--- src/rtl/sel4_rr_arbiter_pkg.sv ---
`default_nettype none
// +----------------------------------------------------------------------+
// | Module   : sel4_rr_arbiter_pkg                                       |
// | Purpose  : Shared types and helpers for the 4-way round-robin        |
// |            arbiter: state enum, one-hot conversions, rotating pick.  |
// | Revision : 1.0  initial release                                      |
// +----------------------------------------------------------------------+
package sel4_rr_arbiter_pkg;

  localparam int NUM_REQ = 4;

  typedef enum logic [0:0] {
    IDLE   = 1'b0,
    LOCKED = 1'b1
  } state_t;

  typedef struct packed {
    logic       found;
    logic [1:0] idx;
  } pick_t;

  function automatic logic [NUM_REQ-1:0] idx2onehot(input logic [1:0] idx);
    return 4'b0001 << idx;
  endfunction

  // Callers only pass one-hot or zero vectors, so OR-ing indices is exact.
  function automatic logic [1:0] onehot2idx(input logic [NUM_REQ-1:0] oh);
    logic [1:0] r;
    r = '0;
    for (int i = 0; i < NUM_REQ; i++) begin
      if (oh[i]) r = r | 2'(i);
    end
    return r;
  endfunction

  // First asserted valid at ptr, ptr+1, ... (mod 4). Scanning from the far
  // end lets the nearest candidate overwrite the others.
  function automatic pick_t rr_pick(input logic [NUM_REQ-1:0] valid, input logic [1:0] ptr);
    pick_t      p;
    logic [1:0] idx;
    p = '0;
    for (int k = NUM_REQ - 1; k >= 0; k--) begin
      idx = ptr + 2'(k);
      if (valid[idx]) begin
        p.found = 1'b1;
        p.idx   = idx;
      end
    end
    return p;
  endfunction

endpackage
`default_nettype wire

--- src/rtl/sel4_rr_arbiter_if.sv ---
`default_nettype none
// +----------------------------------------------------------------------+
// | Module   : sel4_rr_arbiter_if                                        |
// | Purpose  : Requester and output handshake bundle of the arbiter.     |
// |            master = arbiter side, slave = requesters / consumer.     |
// | Revision : 1.0  initial release                                      |
// +----------------------------------------------------------------------+
interface sel4_rr_arbiter_if #(
  parameter int WIDTH = 32
);
  import sel4_rr_arbiter_pkg::*;

  logic [NUM_REQ-1:0] req_valid;
  logic [NUM_REQ-1:0] req_last;
  logic [WIDTH-1:0]   src0;
  logic [WIDTH-1:0]   src1;
  logic [WIDTH-1:0]   src2;
  logic [WIDTH-1:0]   src3;
  logic [NUM_REQ-1:0] req_ready;
  logic [NUM_REQ-1:0] sel;
  logic               out_valid;
  logic               out_ready;
  logic [WIDTH-1:0]   out_data;
  logic [1:0]         out_src;
  logic               out_last;
  logic               burst_trunc;

  modport master (
    input  req_valid, req_last, src0, src1, src2, src3, out_ready,
    output req_ready, sel, out_valid, out_data, out_src, out_last, burst_trunc
  );

  modport slave (
    output req_valid, req_last, src0, src1, src2, src3, out_ready,
    input  req_ready, sel, out_valid, out_data, out_src, out_last, burst_trunc
  );

endinterface
`default_nettype wire

--- src/rtl/sel4_rr_arbiter_mux4.sv ---
`default_nettype none
// +----------------------------------------------------------------------+
// | Module   : sel_onehot_mux4                                           |
// | Purpose  : Combinational one-hot AND-OR 4:1 selector. A zero select  |
// |            yields zero.                                              |
// | Revision : 1.0  initial release                                      |
// +----------------------------------------------------------------------+
module sel_onehot_mux4 #(
  parameter int WIDTH = 32
) (
  input  wire logic [3:0]       i_sel,
  input  wire logic [WIDTH-1:0] i_d0,
  input  wire logic [WIDTH-1:0] i_d1,
  input  wire logic [WIDTH-1:0] i_d2,
  input  wire logic [WIDTH-1:0] i_d3,
  output logic      [WIDTH-1:0] o_y
);

  // Each lane is masked by its select bit and the lanes are OR-ed together.
  always_comb begin
    o_y = ({WIDTH{i_sel[0]}} & i_d0)
        | ({WIDTH{i_sel[1]}} & i_d1)
        | ({WIDTH{i_sel[2]}} & i_d2)
        | ({WIDTH{i_sel[3]}} & i_d3);
  end

endmodule
`default_nettype wire

--- src/rtl/sel4_rr_arbiter.sv ---
`default_nettype none
// +----------------------------------------------------------------------+
// | Module   : sel4_rr_arbiter                                           |
// | Purpose  : Round-robin arbiter with burst lock for a shared one-hot  |
// |            4:1 selector, feeding a one-entry valid/ready register.   |
// | Revision : 1.0  initial release                                      |
// +----------------------------------------------------------------------+
module sel4_rr_arbiter
  import sel4_rr_arbiter_pkg::*;
#(
  parameter int WIDTH     = 32,
  parameter int MAX_BURST = 8
) (
  input  wire logic             clk,
  input  wire logic             reset_n,
  sel4_rr_arbiter_if.master     bus
);

  localparam logic [8:0] c_max_burst = 9'(MAX_BURST);

  state_t             r_state;
  state_t             w_state_nxt;
  logic [1:0]         r_owner;
  logic [1:0]         w_owner_nxt;
  logic [1:0]         r_ptr;
  logic [1:0]         w_ptr_nxt;
  logic [7:0]         r_beat_cnt;
  logic [7:0]         w_cnt_nxt;

  logic               r_out_valid;
  logic [WIDTH-1:0]   r_out_data;
  logic [1:0]         r_out_src;
  logic               r_out_last;
  logic               r_burst_trunc;

  pick_t              w_pick;
  logic               w_slot_free;
  logic [NUM_REQ-1:0] w_sel;
  logic [NUM_REQ-1:0] w_ready;
  logic [1:0]         w_gidx;
  logic               w_xfer;
  logic [8:0]         w_cnt_inc;
  logic               w_hit_max;
  logic               w_req_last;
  logic               w_beat_last;
  logic               w_trunc;
  logic [WIDTH-1:0]   w_mux_data;

  // The output slot can take a new word when empty or draining this cycle.
  assign w_slot_free = !r_out_valid || bus.out_ready;

  sel_onehot_mux4 #(
    .WIDTH (WIDTH)
  ) u_mux (
    .i_sel (w_sel),
    .i_d0  (bus.src0),
    .i_d1  (bus.src1),
    .i_d2  (bus.src2),
    .i_d3  (bus.src3),
    .o_y   (w_mux_data)
  );

  // Grant selection, transfer detection and next-state decisions.
  always_comb begin
    w_state_nxt = r_state;
    w_owner_nxt = r_owner;
    w_ptr_nxt   = r_ptr;
    w_cnt_nxt   = r_beat_cnt;
    w_sel       = '0;
    w_ready     = '0;
    w_beat_last = 1'b0;
    w_trunc     = 1'b0;
    w_pick      = rr_pick(bus.req_valid, r_ptr);

    case (r_state)
      IDLE: begin
        if (w_pick.found) begin
          w_sel = idx2onehot(w_pick.idx);
          if (w_slot_free) w_ready = w_sel;
        end
      end
      LOCKED: begin
        // The owner keeps the selector even while its valid is low.
        w_sel = idx2onehot(r_owner);
        if (w_slot_free && bus.req_valid[r_owner]) w_ready = w_sel;
      end
      default: ;
    endcase

    // Selector and accept strobes are silenced for the whole reset window.
    if (!reset_n) begin
      w_sel   = '0;
      w_ready = '0;
    end

    w_gidx     = onehot2idx(w_sel);
    w_xfer     = |w_ready;
    w_cnt_inc  = {1'b0, r_beat_cnt} + 9'd1;
    w_hit_max  = (w_cnt_inc == c_max_burst);
    w_req_last = bus.req_last[w_gidx];

    if (w_xfer) begin
      w_beat_last = w_req_last || w_hit_max;
      if (w_beat_last) begin
        w_state_nxt = IDLE;
        w_ptr_nxt   = w_gidx + 2'd1;
        w_cnt_nxt   = '0;
        w_trunc     = w_hit_max && !w_req_last;
      end else begin
        w_state_nxt = LOCKED;
        w_owner_nxt = w_gidx;
        w_cnt_nxt   = w_cnt_inc[7:0];
      end
    end
  end

  // Arbitration state: lock owner, rotation pointer and beat counter.
  always_ff @(posedge clk or negedge reset_n) begin
    if (!reset_n) begin
      r_state    <= IDLE;
      r_owner    <= '0;
      r_ptr      <= '0;
      r_beat_cnt <= '0;
    end else begin
      r_state    <= w_state_nxt;
      r_owner    <= w_owner_nxt;
      r_ptr      <= w_ptr_nxt;
      r_beat_cnt <= w_cnt_nxt;
    end
  end

  // One-entry output register; data is held when the slot simply drains.
  always_ff @(posedge clk or negedge reset_n) begin
    if (!reset_n) begin
      r_out_valid   <= 1'b0;
      r_out_data    <= '0;
      r_out_src     <= '0;
      r_out_last    <= 1'b0;
      r_burst_trunc <= 1'b0;
    end else begin
      r_burst_trunc <= w_trunc;
      if (w_xfer) begin
        r_out_valid <= 1'b1;
        r_out_data  <= w_mux_data;
        r_out_src   <= w_gidx;
        r_out_last  <= w_beat_last;
      end else if (bus.out_ready) begin
        r_out_valid <= 1'b0;
      end
    end
  end

  assign bus.req_ready   = w_ready;
  assign bus.sel         = w_sel;
  assign bus.out_valid   = r_out_valid;
  assign bus.out_data    = r_out_data;
  assign bus.out_src     = r_out_src;
  assign bus.out_last    = r_out_last;
  assign bus.burst_trunc = r_burst_trunc;

endmodule
`default_nettype wire

--- src/flat_wrapper.sv ---
// flat-port wrapper written by rule: the top's interface ports become plain ports
module sel4_rr_arbiter_flat import sel4_rr_arbiter_pkg::*;
#(
  parameter int WIDTH     = 32,
  parameter int MAX_BURST = 8
)
  (clk, reset_n, bus_req_valid, bus_req_last, bus_src0, bus_src1, bus_src2, bus_src3, bus_out_ready, bus_req_ready, bus_sel, bus_out_valid, bus_out_data, bus_out_src, bus_out_last, bus_burst_trunc);
  sel4_rr_arbiter_if #(.WIDTH(WIDTH)) bus_i ();
  input  wire logic clk;
  input  wire logic reset_n;
  input wire logic [$bits(bus_i.req_valid)-1:0] bus_req_valid;
  input wire logic [$bits(bus_i.req_last)-1:0] bus_req_last;
  input wire logic [$bits(bus_i.src0)-1:0] bus_src0;
  input wire logic [$bits(bus_i.src1)-1:0] bus_src1;
  input wire logic [$bits(bus_i.src2)-1:0] bus_src2;
  input wire logic [$bits(bus_i.src3)-1:0] bus_src3;
  input wire logic [$bits(bus_i.out_ready)-1:0] bus_out_ready;
  output wire logic [$bits(bus_i.req_ready)-1:0] bus_req_ready;
  output wire logic [$bits(bus_i.sel)-1:0] bus_sel;
  output wire logic [$bits(bus_i.out_valid)-1:0] bus_out_valid;
  output wire logic [$bits(bus_i.out_data)-1:0] bus_out_data;
  output wire logic [$bits(bus_i.out_src)-1:0] bus_out_src;
  output wire logic [$bits(bus_i.out_last)-1:0] bus_out_last;
  output wire logic [$bits(bus_i.burst_trunc)-1:0] bus_burst_trunc;
  assign bus_i.req_valid = bus_req_valid;
  assign bus_i.req_last = bus_req_last;
  assign bus_i.src0 = bus_src0;
  assign bus_i.src1 = bus_src1;
  assign bus_i.src2 = bus_src2;
  assign bus_i.src3 = bus_src3;
  assign bus_i.out_ready = bus_out_ready;
  assign bus_req_ready = bus_i.req_ready;
  assign bus_sel = bus_i.sel;
  assign bus_out_valid = bus_i.out_valid;
  assign bus_out_data = bus_i.out_data;
  assign bus_out_src = bus_i.out_src;
  assign bus_out_last = bus_i.out_last;
  assign bus_burst_trunc = bus_i.burst_trunc;
  sel4_rr_arbiter #(.WIDTH(WIDTH), .MAX_BURST(MAX_BURST)) u_core (.clk(clk), .reset_n(reset_n), .bus(bus_i));
endmodule
--- config.mk ---
export PLATFORM = sky130hd
export DESIGN_NAME = sel4_rr_arbiter_flat
export DESIGN_NICKNAME = d
export VERILOG_FILES = /design/src/rtl/sel4_rr_arbiter_pkg.sv /design/src/rtl/sel4_rr_arbiter_if.sv /design/src/rtl/sel4_rr_arbiter_mux4.sv /design/src/rtl/sel4_rr_arbiter.sv /design/src/flat_wrapper.sv
export SDC_FILE = /design/constraint.sdc
export NUM_CORES = 1
export LEC_CHECK = 0
export CORE_ASPECT_RATIO = 0.8
export CORE_MARGIN = 3
export CORE_UTILIZATION = 23
export DETAILED_ROUTE_END_ITERATION = 10
export PLACE_DENSITY = 0.54
export SLEW_MARGIN = 0
export SYNTH_ARGS = -nofsm -noshare
export SYNTH_HDL_FRONTEND = slang
export SYNTH_SLANG_ARGS = --single-unit
export TNS_END_PERCENT = 20
--- constraint.sdc ---
create_clock -name clk -period 5.9 [get_ports clk]
set_input_delay 0.885 -clock clk [delete_from_list [all_inputs] [get_ports clk]]
set_output_delay 0.885 -clock clk [all_outputs]
set_load 0.05 [all_outputs]
# Yosys cells after proc, flatten, opt, wreduce, memory -nomap -nowiden
# Cells that the tools add are included.
# totals
out_inout_bits	45
register_bits	50
in_bits	139
elab_cells	75
# classes
mux	33
reduce_logical	10
order_cmp	6
n_shift	2
eq_ne	1
bitwise_logic	9
addsub	5
# ops
operator	count
$and 32x32->32	4
$or 32x32->32	3
$mux 4	6
$lt 2x3->1 const B	6
$pmux 4 s2	2
$bmux 1 s2	6
$mux 1	12
$mux 3	4
$add 8x1->9 const B	1
$eq 9x4->1 const B	1
$mux 8	1
$shl 1x2->4 const A	2
$add 2x1->2 const B	2
$add 2x2->2 const B	2
$mux 2	2
$reduce_and 2->1	2
$reduce_or 4->1	1
$logic_and 1x1->1	2
$logic_not 1->1	2
$logic_or 1x1->1	2
$not 1->1	2
$reduce_bool 2->1	1

# Logic depth before layout (Yosys ltp)
# logic_depth
word_depth	20
ltp_mapped	9
ltp_nobuf	6

# By module
# From an unflattened synthesis, not the netlist that was laid out.
# hier_totals
hier_cells	395
hier_area_um2	3174.3
# modules_own_cells
module	n_inst	area_each_um2	seq_area_each_um2	cells_per_inst
sel4_rr_arbiter	1	2494.9	1251.2	287
sel_onehot_mux4	1	679.4	0.0	108

# Worst setup path before layout
# No wires, ideal clock.
# synth_path
path_type	in2out
start	input port reset_n
end	output port bus_req_ready[2]
t_arrival_ns	2.803
path_stages	5
path_buffers	2
slack_ns	2.212
t_required_ns	5.015
cell_sequence	buf_2 > nand3_1 > o21ai_1 > clkbuf_1 > and2_1
# synth_between
elab_chain_cells	1
# synth_rtl
item	line_no	source
start: declaration	flat_wrapper.sv:10	input wire logic reset_n;
$mux 4	sel4_rr_arbiter.sv:91	if (!reset_n) begin
end: declaration	flat_wrapper.sv:18	output wire logic [$bits(bus_i.req_ready)-1:0] bus_req_ready;
# No other way between the ends.

# Worst setup path after layout
# layout_path
start	input port bus_req_valid[0]
end	output port bus_sel[3]
# layout_between
elab_chain_cells	10
elab_cells_between_ends	16
classes_between	1 x shift; 15 x mux
# layout_rtl
item	line_no	source
start: declaration	flat_wrapper.sv:11	input wire logic [$bits(bus_i.req_valid)-1:0] bus_req_valid;
$bmux 1 s2	sel4_rr_arbiter_pkg.sv:44	if (valid[idx]) begin
$mux 1 (not written as such)	sel4_rr_arbiter_pkg.sv:44	
$mux 3 (3 in series)	sel4_rr_arbiter_pkg.sv:44	
$mux 3 *	sel4_rr_arbiter_pkg.sv:44	
$shl 1x2->4	sel4_rr_arbiter_pkg.sv:23	return 4'b0001 << idx;
$mux 4 *	sel4_rr_arbiter.sv:77	if (w_pick.found) begin
$pmux 4 s2 *	sel4_rr_arbiter.sv:75	case (r_state)
$mux 4 *	sel4_rr_arbiter.sv:91	
end: declaration	flat_wrapper.sv:19	output wire logic [$bits(bus_i.sel)-1:0] bus_sel;
# Mark *: on every way between the ends. The rest lies on a longest branch, timed or not. The select of a mux whose other input is x is not followed.

==> metrics <==
Port Buffer Count around 180; most frequent cells in the layout 182 x clkdlybuf4s50_1, 50 x dfrtp_1, 45 x nor2_1; H-tree depth 2; starting density of the core 0.2422; setup ws final 1471 ps; Crit Path Class in -> out; TritonCTS buffer count 5; Post-Syn Area around 0.0029 sq mm; Mean Syn Cell Area 9.063 sq um; fin crit share 0.7506; Least-Margin Pin Slew 1081 ps; CTS sink cnt 50; Req. time, crit path ~5000 ps; Final Critical Period 4429 ps; Hold/Removal Path Class reg -> reg; Starting DRT DRC Count between 200 and 300; Detailed Routing Iterations Pass 1 8; commonest non-fill, non-tap cell in the layout clkdlybuf4s50_1; Clk Latency, worst-skew pair 280 ps; Gate Count Post-Synth 316; Clock Root Buffer clkbuf_16; headroom to the max-slew limit 0.2794; TritonCTS clock tree yes; Crit Path Max Fanout 18; max cap viols 0; height of the die 105.8 um; Max IR drop VDD 0.1766 mV; leakage 1.911 nW; Final nets between 600 and 700; endpoints failing setup 0; die area 0.01384 sq mm; Async SR Flop Fraction 1.000; routed wire length ~11 mm; Worst setup EP type primary output; Placer Congestion a little under 0.8; Synth cell types 42; Tot Pwr 0.002568 W; # IOs 184; DIE WIDTH ~130 um; Syn Nets approximately 460; pre-CTS setup slack 1434 ps; outcome finished, final reports clean; Routed wire per std cell 17.73 um; fraction of final layout cells sized beyond drive strength 1 0.05317; PD cells 512.0 mW/mm^2; sequential fraction of the synthesis area 0.4369; Top FF cell, synth dfrtp_1; Remaining DRCs 0; Post-synth EDFFs 0; vias in the first global route 3,036; area grow syn2layout 75.10%; Max clock buf depth 2; first-pass GRT wire length 16.78 mm; n_diodes 0; worst path cell trace clkdlybuf4s50_1 > nand2b_1 > a21o_1 > nand4b_1 > a21oi_4 > buf_4 > clkdlybuf4s50_1; initial antenna violation count 0; post-synthesis register bit count 50; number of hold violations in the final report 0; Remaining Overflow, GRT 0; CP peak stage delay 840 ps; pin count of the biggest net entering global routing 60; Post-CTS Hold Fix Bufs 0; detailed placer's ending HPWL 8.694 mm; number of synthesis warnings 0; via count 3,234; final core occ 0.4241; skew final 6.007 ps; Reg clk slew, reported paths 70 ps; Post-CTS Setup Inserts 0; Pins Over Slew Limit 0; total core area 0.01182 sq mm; post-route ant nets 0; most frequent CP cell clkdlybuf4s50_1; RSZ-0062 raised after global routing no; Total GRT Usage 0.1546; Max Freq 225.8 MHz; via/cell ratio about 5.1; num rows 35; CP Launch Type input pin; Post-CTS Resized 0; Final TNS setup 0 ps; arrival time at the worst endpoint 3540 ps; slowest CP cell clkdlybuf4s50_1; hold slack 509.5 ps
-- critical path: cells and delay by family --
kind,cells,cell delay [ps]
buffers and inverters,3,1700
AND/OR/NAND/NOR,2,310
AO/OA/AOI/OAI,2,630
-- cells in the mapped netlist (2+ instances only) --
cell type | n | area [sq um]
nor2b_1 | 4 | 25.02
nand2b_1 | 4 | 25.02
o21ai_0 | 11 | 55.05
a22o_1 | 3 | 26.28
buf_2 | 11 | 55.05
nor2_1 | 45 | 168.9
nor3_1 | 4 | 20.02
inv_1 | 6 | 22.52
mux2i_1 | 2 | 20.02
o21ai_1 | 3 | 15.01
mux4_2 | 2 | 45.04
a222oi_1 | 32 | 320.3
and3_1 | 2 | 12.51
nand3_1 | 8 | 40.04
a31oi_1 | 33 | 206.5
dfrtp_1 | 50 | 1251
clkbuf_1 | 13 | 48.80
mux2_4 | 2 | 30.03
nand4b_1 | 2 | 17.52
a21oi_1 | 8 | 40.04
nand2_1 | 42 | 157.7
and2_1 | 8 | 50.05
a21o_1 | 2 | 15.01
-- worst paths after layout --
| kind | from | endpoint | slack (ps) | depth (start not counted) |
|---|---|---|---|---|
| setup / recovery | bus_req_valid[0] | bus_sel[3] | 1470 | 7 |
| setup reg to reg | u_core.r_state$_DFFE_PN0P_ | u_core.r_beat_cnt[7]$_DFFE_PN0P_ | 2570 | 8 |
| max in group asynchronous | reset_n | u_core.bus.out_data[14]$_DFFE_PN0P_ | 4570 | 2 |
| min in group asynchronous | reset_n | u_core.bus.out_valid$_DFFE_PN0P_ | 880 | 2 |
| hold reg to reg | u_core.bus.out_last$_DFFE_PN0P_ | u_core.bus.out_last$_DFFE_PN0P_ | 510 | 2 |
| hold / removal | u_core.bus.out_last$_DFFE_PN0P_ | u_core.bus.out_last$_DFFE_PN0P_ | 510 | 2 |
-- kinds of logic after synthesis --
family                     share of synthesized area
buffers and inverters                        0.04543
and+or+nand+nor                               0.2014
AOI/OAI and AO/OA                             0.2748
muxes                                        0.03713
adders and majority gates                   0.004368
DFF                                           0.4369
-- state kept, by name, summed over array words and instances (netlist names) --
name                    flops
u_core.r_state              1
u_core.bus.burst_trunc      1
u_core.r_ptr                2
u_core.bus.out_data        32
u_core.bus.out_last         1
u_core.r_owner              2
u_core.bus.out_valid        1
u_core.bus.out_src          2
u_core.r_beat_cnt           8
-- power breakdown --
group          total [W]  switching [W]  internal (W)  leakage (nW)
clock network   0.000322       0.000121      0.000201        0.0781
registers       0.000630       0.000120      0.000509         0.602
logic            0.00162        0.00103      0.000589          1.23
total            0.00257        0.00127       0.00130          1.91
-- metal layers --
layer | vias up | GRT usage | wire (um)
met5 | - | 0 | 0
met4 | 0 | 0.01982 | 52
met3 | 7 | 0.05927 | 1228
met2 | 158 | 0.2429 | 5288
met1 | 1510 | 0.2072 | 4721
li1 | 1559 | - | -
-- cell type report --
class / count / area (sq um)
fill: 1181 / 6809
tap: 148 / 185.2
inverter: 7 / 26.28
multi-input combinational: 235 / 1518
clock inverter: 1 / 30.03
timing repair buffer: 189 / 1872
sequential: 50 / 1251
clock buffer: 7 / 132.6
-- per-stage QoR --
stage / instance area (sq um) / instances
after floorplan: 2864 / 316
after global placement: 4852 / 629
after detailed placement: 4852 / 629
after CTS: 5015 / 637
after global routing: 5015 / 637
final: 5015 / 637
Power figures use the tool's default switching activity.
